`src/rtl/utils_pkg.sv`:
```
`default_nettype none
// ============================================================================
// Module : utils_pkg
// Brief  : Shared types and constants for the local interrupt controller.
// Rev    : 1.0  initial release
// ============================================================================
package utils_pkg;

  // Controller FSM states
  typedef enum logic [1:0] {
    IDLE   = 2'd0,
    REQ    = 2'd1,
    ACTIVE = 2'd2
  } irq_state_t;

  // mcause code of local interrupt 0; line n reports MCAUSE_LOCAL_BASE + n
  localparam int          MCAUSE_LOCAL_BASE = 16;
  localparam logic [31:0] MCAUSE_IRQ_BIT    = 32'h8000_0000;

  // mcause value for a local interrupt id (id already zero-extended)
  function automatic logic [31:0] local_mcause(input logic [31:0] id);
    return MCAUSE_IRQ_BIT | (32'(MCAUSE_LOCAL_BASE) + id);
  endfunction

endpackage : utils_pkg
`default_nettype wire

```
`src/rtl/irq_sync.sv`:
```
`default_nettype none
// ============================================================================
// Module : irq_sync
// Brief  : Multi-flop synchroniser bank for asynchronous interrupt lines.
// Rev    : 1.0  initial release
// ============================================================================
module irq_sync #(
  parameter int WIDTH       = 16,
  parameter int SYNC_STAGES = 2
) (
  input  logic             clk,
  input  logic             rst,
  input  logic [WIDTH-1:0] async_in,
  output logic [WIDTH-1:0] sync_out
);

  logic [WIDTH-1:0] chain [SYNC_STAGES];

  for (genvar s = 0; s < SYNC_STAGES; s++) begin : g_stage
    if (s == 0) begin : g_first
      // First stage captures the raw asynchronous lines
      always_ff @(posedge clk or negedge rst) begin
        if (!rst) chain[s] <= '0;
        else      chain[s] <= async_in;
      end
    end else begin : g_rest
      // Later stages resolve metastability of the previous stage
      always_ff @(posedge clk or negedge rst) begin
        if (!rst) chain[s] <= '0;
        else      chain[s] <= chain[s-1];
      end
    end
  end

  assign sync_out = chain[SYNC_STAGES-1];

endmodule : irq_sync
`default_nettype wire

```
`src/rtl/irq_ctrl.sv`:
```
`default_nettype none
// ============================================================================
// Module : irq_ctrl
// Brief  : Local interrupt controller. Synchronises raw lines, keeps a
//          pending vector (level or rising-edge latched per line), picks the
//          lowest enabled pending line and runs a non-nesting
//          IDLE -> REQ -> ACTIVE handshake with the CSR unit.
// Rev    : 1.0  initial release
// ============================================================================
module irq_ctrl
  import utils_pkg::*;
#(
  parameter int                 NUM_IRQ     = 16,
  parameter logic [NUM_IRQ-1:0] EDGE_MASK   = '0,
  parameter int                 SYNC_STAGES = 2,
  parameter int                 VEC_STRIDE  = 4,
  localparam int                ID_W        = $clog2(NUM_IRQ)
) (
  input  logic               clk,
  input  logic               rst,
  input  logic [NUM_IRQ-1:0] irq_i,
  input  logic               en_wr_i,
  input  logic [NUM_IRQ-1:0] en_data_i,
  input  logic               global_ie_i,
  input  logic               stall_i,
  input  logic               trap_ack_i,
  input  logic               complete_i,
  input  logic [ID_W-1:0]    complete_id_i,
  output logic [NUM_IRQ-1:0] en_o,
  output logic [NUM_IRQ-1:0] pend_o,
  output logic               trap_req_o,
  output logic [ID_W-1:0]    trap_id_o,
  output logic [31:0]        trap_cause_o,
  output logic [31:0]        trap_offset_o,
  output logic               busy_o
);

  // Lowest set index wins; returns {valid, index}
  function automatic logic [ID_W:0] find_first(input logic [NUM_IRQ-1:0] v);
    logic [ID_W:0] r;
    r = '0;
    for (int i = NUM_IRQ - 1; i >= 0; i--) begin
      if (v[i]) r = {1'b1, ID_W'(i)};
    end
    return r;
  endfunction

  logic [NUM_IRQ-1:0] sync_lvl;
  logic [NUM_IRQ-1:0] sync_prev;
  logic [NUM_IRQ-1:0] rise;
  logic [NUM_IRQ-1:0] ack_clr;
  logic [NUM_IRQ-1:0] pend_nxt;
  logic [NUM_IRQ-1:0] pend_bits;
  logic [NUM_IRQ-1:0] en_bits;
  logic [ID_W:0]      cand;
  logic               cand_valid;
  logic [ID_W-1:0]    cand_id;
  logic               take_irq;
  logic [31:0]        cand_cause;
  logic [31:0]        cand_offset;
  irq_state_t         state;
  logic               req_flag;
  logic [ID_W-1:0]    cur_id;
  logic [31:0]        cur_cause;
  logic [31:0]        cur_offset;

  irq_sync #(
    .WIDTH       (NUM_IRQ),
    .SYNC_STAGES (SYNC_STAGES)
  ) u_sync (
    .clk      (clk),
    .rst      (rst),
    .async_in (irq_i),
    .sync_out (sync_lvl)
  );

  // Previous synchronised level, used to detect rising edges
  always_ff @(posedge clk or negedge rst) begin
    if (!rst) sync_prev <= '0;
    else      sync_prev <= sync_lvl;
  end

  // Next pending vector: level lines follow the line, edge lines latch
  // rises and are cleared by the ack of the served id (a new rise wins)
  always_comb begin
    rise    = sync_lvl & ~sync_prev;
    ack_clr = '0;
    if (state == REQ && trap_ack_i) ack_clr[cur_id] = 1'b1;
    pend_nxt = (EDGE_MASK & (rise | (pend_bits & ~ack_clr)))
             | (~EDGE_MASK & sync_lvl);
  end

  // Pending register
  always_ff @(posedge clk or negedge rst) begin
    if (!rst) pend_bits <= '0;
    else      pend_bits <= pend_nxt;
  end

  // Enable register; disabling a line leaves its pending bit alone
  always_ff @(posedge clk or negedge rst) begin
    if (!rst)         en_bits <= '0;
    else if (en_wr_i) en_bits <= en_data_i;
  end

  // Candidate selection and the values latched when a request starts
  always_comb begin
    cand        = find_first(pend_bits & en_bits);
    cand_valid  = cand[ID_W];
    cand_id     = cand[ID_W-1:0];
    take_irq    = (state == IDLE) && global_ie_i && cand_valid && !stall_i;
    cand_cause  = local_mcause(32'(cand_id));
    cand_offset = 32'(cand_id) * 32'(VEC_STRIDE);
  end

  // Request/serve FSM; id, cause and offset freeze at IDLE->REQ
  always_ff @(posedge clk or negedge rst) begin
    if (!rst) begin
      state      <= IDLE;
      req_flag   <= 1'b0;
      cur_id     <= '0;
      cur_cause  <= '0;
      cur_offset <= '0;
    end else begin
      case (state)
        IDLE: begin
          if (take_irq) begin
            state      <= REQ;
            req_flag   <= 1'b1;
            cur_id     <= cand_id;
            cur_cause  <= cand_cause;
            cur_offset <= cand_offset;
          end
        end
        REQ: begin
          if (trap_ack_i) begin
            state    <= ACTIVE;
            req_flag <= 1'b0;
          end
        end
        ACTIVE: begin
          if (complete_i && complete_id_i == cur_id) state <= IDLE;
        end
        default: begin
          state    <= IDLE;
          req_flag <= 1'b0;
        end
      endcase
    end
  end

  assign en_o          = en_bits;
  assign pend_o        = pend_bits;
  assign trap_req_o    = req_flag;
  assign trap_id_o     = cur_id;
  assign trap_cause_o  = cur_cause;
  assign trap_offset_o = cur_offset;
  assign busy_o        = (state != IDLE);

endmodule : irq_ctrl
`default_nettype wire
```
`config.mk`:
```
export PLATFORM = sky130hd
export DESIGN_NAME = irq_ctrl
export DESIGN_NICKNAME = d
export VERILOG_FILES = /design/src/rtl/utils_pkg.sv /design/src/rtl/irq_sync.sv /design/src/rtl/irq_ctrl.sv
export SDC_FILE = /design/constraint.sdc
export NUM_CORES = 1
export LEC_CHECK = 0
export CORE_MARGIN = 2
export CORE_UTILIZATION = 50
export DETAILED_ROUTE_END_ITERATION = 16
export DONT_BUFFER_PORTS = 1
export HOLD_SLACK_MARGIN = 0.05
export PLACE_DENSITY = 0.72
export SKIP_LAST_GASP = 1
export SLEW_MARGIN = 20
export SYNTH_ARGS = -nofsm -noshare
export SYNTH_HDL_FRONTEND = slang
export SYNTH_HIERARCHICAL = 1
export SYNTH_SLANG_ARGS = --single-unit
```
`constraint.sdc`:
```
create_clock -name clk -period 2.4 [get_ports clk]
set_input_delay 0.48 -clock clk [delete_from_list [all_inputs] [get_ports clk]]
set_output_delay 0.48 -clock clk [all_outputs]
set_load 0.01 [all_outputs]
```
==> metrics, run 1 <==
Final Instance Area=3030 um^2; Syn. warnings=6; Final Hold Violating Endpoints=0; max-cap violations=0; Main synth FF type=dfrtp_1; drt pass-1 iters=4; vias in the first global route=1,432; Antenna Violating Nets Remaining=0; Unique masters post-synth=32; FF-to-FF setup slack=0.83 ns; largest net degree at the start of global routing=73; Clock Pin Slew Worst Setup and Hold Paths=0.07 ns; R2R cell count=5; WL per Instance=16.0 um; Crit. Startpoint=pend_o[8]; Die Span Y=82.1 um; P per Cell Area=1000 nW/um^2; Ports=145; vias per cell=4.74; layout cells sized above 1=18.3%; startpoint class of the critical path=register; TNS Setup=0 ns; initial antenna violation count=0; Leakage=0.00142 uW; number of CTS-inserted buffers=9; fmax=635 MHz; # diodes=0; Setup violations, final=0; Net count, final=268; GRT Util Overall=15.1%; CP Class=reg2reg; CTS tree=done; Hold Crit Class=in2reg; placed cell areas=2740 um^2; Layout area overhead=-0.615%; RSZ-0062 raised after global routing=false; deepest clock path buffer count=2; status=complete, no violations; final wirelength=4880 um; later-pin clock latency in the skew report=0.34 ns; Filler cells=537; final period utilization=65.6%; HPWL Detailed=3590 um; row cnt=28; WHS=0.162 ns; Core Box Area=5920 um^2; synthesized area per cell=12.7 um^2; Worst R2R Start=pend_o[8]; area of the multi-input gates=845 um^2; number of remaining DRC errors=0; Syn Std Cell Area=3050 um^2; GPL Wtd Cong=0.760; Crit Path Max Fanout=6; cells after synthesis=240; first-pass GRT wire length=7060 um; #FFs+latches synth=72; hold buffer count at CTS=2; DRT iter0 DRCs=86; setup bufs post-CTS=0; Worst EP required=2.66 ns; post_cts resized=0; routed via count=1,445; GRT overflow=0; worst r2r dst=trap_id_o[0]; Post-synth EDFFs=0; worst clock skew=0.00491 ns; die extent in x=82.1 um; sequential share of the synthesized area=59.1%; FFs w/ async S/R, synth=100%; Slew Viols, Final=0; Crit. End Element=register; clock root cell=clkbuf_8; Tmin final=1.57 ns; initial core utilization=51.5%; CTS sink cnt=72; cell taking the most area after synthesis=dfrtp_1; worst setup path endpoint=trap_id_o[0]; DIE AREA=6740 um^2; H-tree depth=3; Peak VDD IR=376 uV; top-area cell type share of the netlist area=59.1%; top area cells in the synthesized netlist=dfrtp_1 59%, buf_4 19%, mux2_2 5.9%; register area=1800 um^2; CP arrival=1.84 ns; IO Port Bufs=0
kinds of logic (layout without fill, tap and decap cells):
family | after synthesis | in the layout | synth area share [%]
muxes | 16 | 16 | 5.91
buffers and inverters | 81 | 18 | 19.8
DFF | 72 | 72 | 59.1
and+or+nand+nor | 38 | 38 | 6.36
other | 1 | 54 | 0.123
xor gates and xnor gates | 4 | 4 | 1.15
AOI/OAI and AO/OA | 28 | 28 | 7.63
cell usage after synthesis (2+ instances only):
library cell	count
nand2_1	23
o21ai_0	4
a22oi_2	3
o21ai_1	2
nand3_1	4
nor2_1	2
buf_2	2
a21oi_1	6
mux2_2	16
nand2b_1	2
a31oi_1	3
buf_4	79
a22oi_4	2
xor2_1	3
dfrtp_1	72
metal layers:
layer / track usage, % / routed length [um] / vias to the layer above
li1: - / - / 636
met4: 10.5 / 169 / 0
met3: 7.50 / 573 / 13
met1: 15.2 / 1680 / 705
met5: 0 / 0 / -
met2: 24.5 / 2460 / 91
worst max-delay path, stage by stage (launching register included):
cell and delay [ns]:
dfrtp_1 0.47, a22oi_2 0.25, nand3_1 0.15, o31ai_2 0.43, nand2_1 0.11, o21ai_1 0.09
per-stage QoR:
stage	util, %	setup WS (ns)	std cells	total power, uW
finish	51.2	0.825	305	3040
global route	51.2	0.690	305	3210
CTS	51.2	0.817	305	3080
detailed placement	46.3	0.846	287	1870
global placement	46.3	0.910	287	1860
floorplan	-	1.04	293	1970
how the worst min path moves through the flow:
stage / cells after the start / start / slack (ns) / end
2_1_floorplan: 0 / rst / 0.18 / en_o[0]
3_3_place_gp: 0 / rst / 0.19 / u_sync/chain[27]
3_5_place_dp: 0 / rst / 0.19 / u_sync/chain[29]
4_1_cts: 0 / irq_i[9] / 0.14 / u_sync/chain[25]
5_1_grt: 0 / irq_i[15] / 0.14 / u_sync/chain[31]
6_report: 0 / irq_i[9] / 0.16 / u_sync/chain[25]
final cells by class:
| type | instances | share of cell area (%) |
|---|---|---|
| clock buffers | 11 | 4.99 |
| well taps | 75 | 3.10 |
| clock inverters | 5 | 3.38 |
| multi-input cells | 140 | 27.9 |
| flip-flops and latches | 72 | 59.4 |
| repair buffers | 2 | 1.24 |
power by group:
group,internal (uW),total [uW],leakage (uW),switching (uW)
Clock,745,1170,0.000126,421
Sequential,1340,1560,0.000841,222
Combinational,134,318,0.000452,184
sequential cells by signal (all words and copies together) (netlist names):
name	cells
en_o	16
pend_o	16
state	2
trap_cause_o	2
trap_id_o	3
trap_req_o	1
u_sync/chain	16
u_sync/sync_out	16
cell usage in the layout, fill, tap and decap left out, types with 2 or more instances in the layout:
cell       instances
conb_1            54
a21oi_1            6
a22oi_4            2
xor2_1             3
a22oi_2            3
a31oi_1            3
nand3_1            4
nand2b_1           2
mux2_2            16
o21ai_1            2
nor2_1             2
bufinv_16          3
clkbuf_8          11
o21ai_0            4
dfrtp_1           72
nand2_1           23
Note: power is estimated with default switching activity, not from simulation.
==> run 2, diff against run 1 <==
Settings changed: PLACE_DENSITY 0.72 to 0.75.
Clock period 2.4 ns to 1.26 ns, I/O delays scaled along.
==> metrics, run 2 (synthesis results as in run 1) <==
status=complete, but fails checks; failing checks=hold timing, setup timing; TNS Setup=-0.809 ns; initial antenna violation count=0; final wirelength=5640 um; # diodes=0; register area=1800 um^2; leading cell type in the layout, fill and taps excluded=dfrtp_1; Slew Viols, Final=0; Filler cells=453; fmax=719 MHz; Non-Filler Instances=384; GPL Wtd Cong=0.764; first-pass GRT wire length=8160 um; startpoint class of the critical path=register; Core Box Area=5920 um^2; largest net degree at the start of global routing=73; Clock Pin Slew Worst Setup and Hold Paths=0.07 ns; initial core utilization=51.5%; row cnt=28; Layout area overhead=20.1%; max-cap violations=0; Tmin final=1.39 ns; P per Cell Area=1550 nW/um^2; clock root cell=clkbuf_8; drt pass-1 iters=4; Final Instance Area=3660 um^2; die extent in x=82.1 um; CP Class=reg2reg; Crit Path Max Fanout=3; Worst EP required=1.53 ns; CP arrival=1.66 ns; Peak VDD IR=882 uV; Setup violations, final=8; WL per Instance=14.7 um; Final Hold Violating Endpoints=72; deepest clock path buffer count=2; Final WS setup=-0.131 ns; CTS sink cnt=72; Antenna Violating Nets Remaining=0; Crit. End Element=register; H-tree depth=3; post-layout util=61.9%; Ports=145; final period utilization=110%; RSZ-0062 raised after global routing=true; placed cell areas=3150 um^2; Die Span Y=82.1 um; GRT overflow=0; layout cells sized above 1=31.1%; later-pin clock latency in the skew report=0.34 ns; area of the multi-input gates=875 um^2; vias per cell=4.57; number of CTS-inserted buffers=9; Leakage=0.00176 uW; CTS tree=done; DRT iter0 DRCs=42; Hold Crit Class=in2async; worst clock skew=0.00731 ns; HPWL Detailed=3940 um; Net count, final=347; placed cell count=338; pre-CTS setup slack=-0.103 ns; GRT Util Overall=17.1%; number of remaining DRC errors=0; vias in the first global route=1,762; DIE AREA=6740 um^2; IO Port Bufs=0; most frequent cells in the layout=72 x dfrtp_1, 54 x conb_1, 45 x buf_4; WHS=-0.391 ns; routed via count=1,753
## run 2: changes by cell type in the layout (fill, tap and decap cells not counted), sizes merged
cell         before  now
clkinv            1    3
buf               1   53
dlygate4sd3       1   28
clkinvlp          1    0
bufinv            3    0
clkbuf           11   13
## run 2: layout make-up
class / instances / area share (%)
well taps: 75 / 2.56
clock inverters: 3 / 0.410
flip-flops and latches: 72 / 49.2
clock buffers: 13 / 4.61
repair buffers: 81 / 19.3
multi-input cells: 140 / 23.9
## run 2: timing repair
action	4_1_cts	5_1_grt
endpoints found under the hold margin	93	80
pin swaps	3	3
gates resized for setup	8	3
hold buffers	21	7
setup endpoints to repair	11	11
buffers inserted	2	1
## run 2: final timing paths
kind,start,endpoint,slack [ns],cells after the start
worst min register to register,u_sync/sync_out[13],pend_o[13],0.35,0
max in group asynchronous,rst,u_sync/sync_out[7],1.52,0
min in group clk,en_data_i[12],en_o[12],0.07,1
worst max-delay path,en_o[8],trap_id_o[0],-0.13,5
worst min-delay path,rst,u_sync/chain[27],-0.39,0
worst max register to register,en_o[8],trap_id_o[0],-0.13,5
## run 2: metal layers
metal	GRT usage, %	share of wire (%)	vias to the layer above
met4	11.7	2.8	0
li1	-	-	800
met3	4.67	8.2	12
met5	0	0	-
met1	18.2	34	855
met2	29.6	55	86
## run 2: report_power, final
group	internal [uW]	leakage [uW]	switching (uW)
clock	867	0.0000992	787
combinational	637	0.000820	671
sequential	2550	0.000841	160
total	4050	0.00176	1620
## run 2: through the flow
stage / power [uW] / hold WS [ns]
floorplan: 3770 / -0.0436
global placement: 3870 / -0.0423
detailed placement: 3900 / -0.0427
CTS: 5690 / -0.414
global route: 6020 / -0.426
finish: 5670 / -0.391
## run 2: critical path, cell delays in order (launching register included)
cell	delay, ns
dfrtp_1	0.39
a22oi_2	0.28
buf_4	0.15
o211ai_1	0.14
a41o_1	0.25
o21ai_1	0.11
==> edit 1: new RTL, config.mk and constraints of run 1 <==
`SYNC_STAGES` is set to 2 in 2 places; all go to 1.
--- a/src/rtl/irq_sync.sv
+++ b/src/rtl/irq_sync.sv
@@ -7,5 +7,5 @@
 module irq_sync #(
   parameter int WIDTH       = 16,
-  parameter int SYNC_STAGES = 2
+  parameter int SYNC_STAGES = 1
 ) (
   input  logic             clk,
--- a/src/rtl/irq_ctrl.sv
+++ b/src/rtl/irq_ctrl.sv
@@ -13,5 +13,5 @@
   parameter int                 NUM_IRQ     = 16,
   parameter logic [NUM_IRQ-1:0] EDGE_MASK   = '0,
-  parameter int                 SYNC_STAGES = 2,
+  parameter int                 SYNC_STAGES = 1,
   parameter int                 VEC_STRIDE  = 4,
   localparam int                ID_W        = $clog2(NUM_IRQ)
Function: changed (a bounded check fails within 4 cycles, from zero or initial values and one cycle with rst low).
==> edit 1 against run 1 <==
  * Sequential cell count is 16 lower
  * Largest cell class unchanged
  * Sequential power is 20% lower
  * Power is 33% lower
  * Sequential share of layout area is 2.4 points lower
  * Highest routed layer unchanged
  * Wire length is 16% lower
  * First-iteration DRC count is 28% lower
  * Area after synthesis is 17% lower
  * Clock power is 57% lower
  * Worst setup slack better by 0.035 ns
  * Final area is 19% lower
==> edit 1: results <==
{
  "outcome": "finished, final reports clean",
  "p_leak_nw": 1.15,
  "drive_gt1_share_pct": 16.5,
  "routedWlPerCell_um": 15.0,
  "clock_skew_ns": 0.0131,
  "clkTransAtPathRegs_ns": 0.10,
  "grt_util_met2_pct": 23.6,
  "synth_edf_count": 0,
  "drt_iter0_drc": 62,
  "hp-class": "input pin to flop",
  "io_buffers": 0,
  "use_met3_pct": 4.02,
  "post-place-ws_ns": 0.872,
  "grt_pass1_wl_um": 5840,
  "numCtsBuffers": 5,
  "ys.flop_type": "dfrtp_1",
  "peakVddDrop_mv": 0.456,
  "max_stage_delay_ns": 0.48,
  "avgSynthCellArea_um2": 12.2,
  "ys_top_cells_by_area": "dfrtp_1 55%, buf_4 19%, mux2_2 7.1%",
  "gp_congestion": 0.874,
  "drtPass1Iterations": 4,
  "grt_max_degree": 57,
  "stdcell_count": 273,
  "post_cts_buffers": 0,
  "switching_share_pct": 32.4,
  "grt_antenna_before_repair": 0,
  "met1_usage_pct": 17.8,
  "antennaDiodeCount": 0,
  "place_inst": 263,
  "cp_max_fo": 6,
  "yosys.cell_types.count": 32,
  "cp_slowest_cell": "dfrtp_1",
  "netlist_top_cells_count": "63 x buf_4, 56 x dfrtp_1, 23 x nand2_1, 16 x mux2_2, 6 x a21oi_1",
  "grt_pass1_vias": 1135,
  "place_hpwl_um": 3220,
  "clock_path_buffers": 2,
  "ys_seq_area_share_pct": 55.4,
  "nets": 248,
  "synth_warnings": 6,
  "htree_levels": 2,
  "synth-async-reset-ratio_pct": 100,
  "insertion_delay_ns": 0.30,
  "groute.usage.overall_pct": 14.2,
  "vias": 1283,
  "arrival_ns": 1.78
}
-- edit 1: cell count changes after synthesis, sizes merged --
cell	delta
dfrtp	-16
buf	-16
-- edit 1: per-stage QoR --
step	util (%)	total power, mW	hold WS (ns)	area [um2]
2_1_floorplan	-	1.63	0.184	2730
3_3_place_gp	48.7	1.54	0.186	2330
3_5_place_dp	48.7	1.55	0.185	2330
4_1_cts	51.3	2.07	0.182	2460
5_1_grt	51.3	2.18	0.171	2460
6_report	51.3	2.04	0.195	2460
-- edit 1: final timing paths --
path,from,endpoint,slack (ns),cells after the start
hold / removal,irq_i[14],u_sync/sync_out[14],0.19,0
min in group asynchronous,rst,en_o[9],0.69,2
setup / recovery,pend_o[8],trap_id_o[1],0.86,5
max in group asynchronous,rst,trap_cause_o[4],1.48,2
setup reg to reg,pend_o[8],trap_id_o[1],0.86,5
hold reg to reg,u_sync/sync_out[0],pend_o[0],0.35,0
-- edit 1: layout make-up --
type                    count  area, um2
clock buffers               5       68.8
clock inverters             3       21.3
fillers                   420       2330
multi-input cells         140        845
flip-flops and latches     56       1400
well taps                  67       83.8
repair buffers              2       37.5
-- edit 1: critical path: cells and delay by family (launching register included) --
kind / cells / cell delay (ns)
AO/OA/AOI/OAI: 3 / 0.76
AND/OR/NAND/NOR: 2 / 0.24
flip-flops: 1 / 0.48
-- edit 1: routing by layer --
metal	share of wire [%]	wire length, um
met3	9.5	390
met1	37	1530
met2	52	2150
met4	0.66	27
met5	0	0
-- edit 1: power groups by stage --
stage                     Sequential (mW)  Combinational [mW]  Clock [mW]
after floorplan                      1.20               0.427           0
after global placement               1.27               0.267           0
after detailed placement             1.28               0.270           0
after CTS                            1.26               0.296       0.521
after global routing                 1.28               0.336       0.561
final                                1.25               0.294       0.498
-- edit 1: cells by family after synthesis --
family | Yosys count | share of synthesized area [%]
xor gates and xnor gates | 4 | 1.39
AOI/OAI and AO/OA | 28 | 9.20
other | 1 | 0.148
and+or+nand+nor | 38 | 7.67
DFF | 56 | 55.4
muxes | 16 | 7.12
buffers and inverters | 65 | 19.1
-- edit 1: what timing repair did --
item / CTS / global route
gates resized for setup: 0 / 0
hold buffers: 2 / 0
hold endpoints to repair: 56 / 0
==> edit 2: new RTL, config.mk and constraints of run 1 <==
Made on the original files. The 3 states of `irq_state_t` get a one-hot encoding in 3 bits.
--- a/src/rtl/utils_pkg.sv
+++ b/src/rtl/utils_pkg.sv
@@ -8,8 +8,8 @@
 
   // Controller FSM states
-  typedef enum logic [1:0] {
-    IDLE   = 2'd0,
-    REQ    = 2'd1,
-    ACTIVE = 2'd2
+  typedef enum logic [2:0] {
+    IDLE   = 3'b001,
+    REQ    = 3'b010,
+    ACTIVE = 3'b100
   } irq_state_t;
 
Check against the original RTL: no difference found for any inputs over 10 cycles, from zero or initial values and one cycle with rst low; not proved beyond that.
==> edit 2 against run 1 <==
  * Via count rose by 1.6%
  * Power is 16% lower
  * Hold slack gained 0.0030 ns
  * Area after synthesis up 2.0%
  * Worst setup slack worse by 0.077 ns
  * Sequential cell count is 1 higher
  * Final area down 0.99%
  * Wire length shrank 0.29%
  * Cell count is 0.66% lower
==> edit 2: results <==
{
  "cp_max_fo": 10,
  "clock_skew_ns": 0.0125,
  "yosys.cell_types.count": 33,
  "peakVddDrop_mv": 0.475,
  "r2r_slack_ns": 0.75,
  "maxCapViolations": 0,
  "io_buffers": 0,
  "insertion_delay_ns": 0.34,
  "hold_start": "irq_i[5]",
  "hold_path_end": "u_sync/chain[21]",
  "gp_congestion": 0.748,
  "synth_xor_area_share_pct": 1.13,
  "ys_top_cells_by_area": "dfrtp_1 58%, buf_4 19%, mux2_2 5.8%",
  "hold_ws_ns": 0.165,
  "grt_pass1_vias": 1455,
  "arrival_ns": 1.91,
  "routedWlPerCell_um": 16.1,
  "groute.usage.overall_pct": 14.7,
  "clkTransAtPathRegs_ns": 0.08,
  "place_hpwl_um": 3580,
  "via_per_inst": 4.84,
  "synth_mux_area_share_pct": 5.79,
  "ys.flop_type": "dfrtp_1",
  "post_cts_buffers": 0,
  "grt_pass1_wl_um": 7670,
  "synth-async-reset-ratio_pct": 100,
  "hp-class": "input pin to flop",
  "drt_iter0_drc": 72,
  "r2r-start": "en_o[5]",
  "synth_warnings": 6,
  "ys_seq_area_share_pct": 58.8,
  "htree_levels": 3,
  "synth_compound_area_share_pct": 8.41,
  "drive_gt1_share_pct": 17.1,
  "r2r_cells": 5,
  "outcome": "finished, final reports clean",
  "hold_depth": 0,
  "rr_endpoint": "state[0]",
  "num-fill-cells": 531,
  "p_leak_nw": 1.38,
  "nets": 267,
  "grt_antenna_before_repair": 0,
  "synth_fa_ha_area_share_pct": 0,
  "cts_root_buffer": "clkbuf_8",
  "grt_max_degree": 74,
  "netlist_top_cells_count": "79 x buf_4, 72 x dfrtp_1, 16 x mux2_2, 14 x nand2_1",
  "drtPass1Iterations": 4
}
## edit 2: cell count changes after synthesis, moves of 3 or more
| cell | before | now |
|---|---|---|
| nand2_1 | 23 | 14 |
| a22o_1 | 1 | 5 |
| a22oi_1 | 1 | 5 |
| o31ai_1 | 0 | 3 |
## edit 2: final cells by class
type | count | share of cell area [%]
inverters | 2 | 0.250
well taps | 75 | 3.13
repair buffers | 2 | 1.25
clock buffers | 12 | 4.84
multi-input cells | 136 | 29.1
clock inverters | 3 | 0.584
flip-flops and latches | 73 | 60.9
## edit 2: routing by layer
layer | part of all wire (%) | GRT usage, %
met1 | 38 | 16.9
met4 | 2.0 | 9.09
met5 | 0 | 0
met2 | 50 | 23.4
met3 | 9.8 | 5.07
## edit 2: logic make-up (layout without fill, tap and decap cells)
kind of cell	Yosys count	count (layout)
XOR/XNOR	4	4
AND/OR/NAND/NOR	30	30
flip-flops	73	73
multiplexers	16	16
buffers and inverters	83	19
other	1	54
AO/OA/AOI/OAI	32	32
## edit 2: worst max-delay path, stage by stage (launching register included)
cell and delay, ns:
dfrtp_1 0.45, a22oi_1 0.36, nand4b_2 0.21, o21ai_4 0.31
a21oi_2 0.09, a31oi_1 0.14
## edit 2: stage by stage
| stage | cell area, um2 | setup slack (ns) | cells |
|---|---|---|---|
| after floorplan | 3310 | 0.929 | 292 |
| after global placement | 2800 | 0.741 | 286 |
| after detailed placement | 2800 | 0.742 | 286 |
| after CTS | 3000 | 0.725 | 303 |
| after global routing | 3000 | 0.589 | 303 |
| final | 3000 | 0.748 | 303 |
## edit 2: where the power goes
part	switching, mW	leakage, nW	internal, mW
clock network	0.421	0.0822	0.395
logic	0.143	0.442	0.106
registers	0.157	0.856	1.33
total	0.720	1.38	1.83
## edit 2: timing repair
item	CTS	global route
resized for setup	0	0
hold buffers	2	0
hold endpoints to repair	73	0
setup endpoints to repair	0	0
## edit 2: worst max path at each step
stage,cells past startpoint,to,slack [ns]
after floorplan,5,state[0],0.93
after global placement,5,state[0],0.74
after detailed placement,5,state[0],0.74
after CTS,5,state[0],0.73
after global routing,5,state[0],0.59
final,5,state[0],0.75
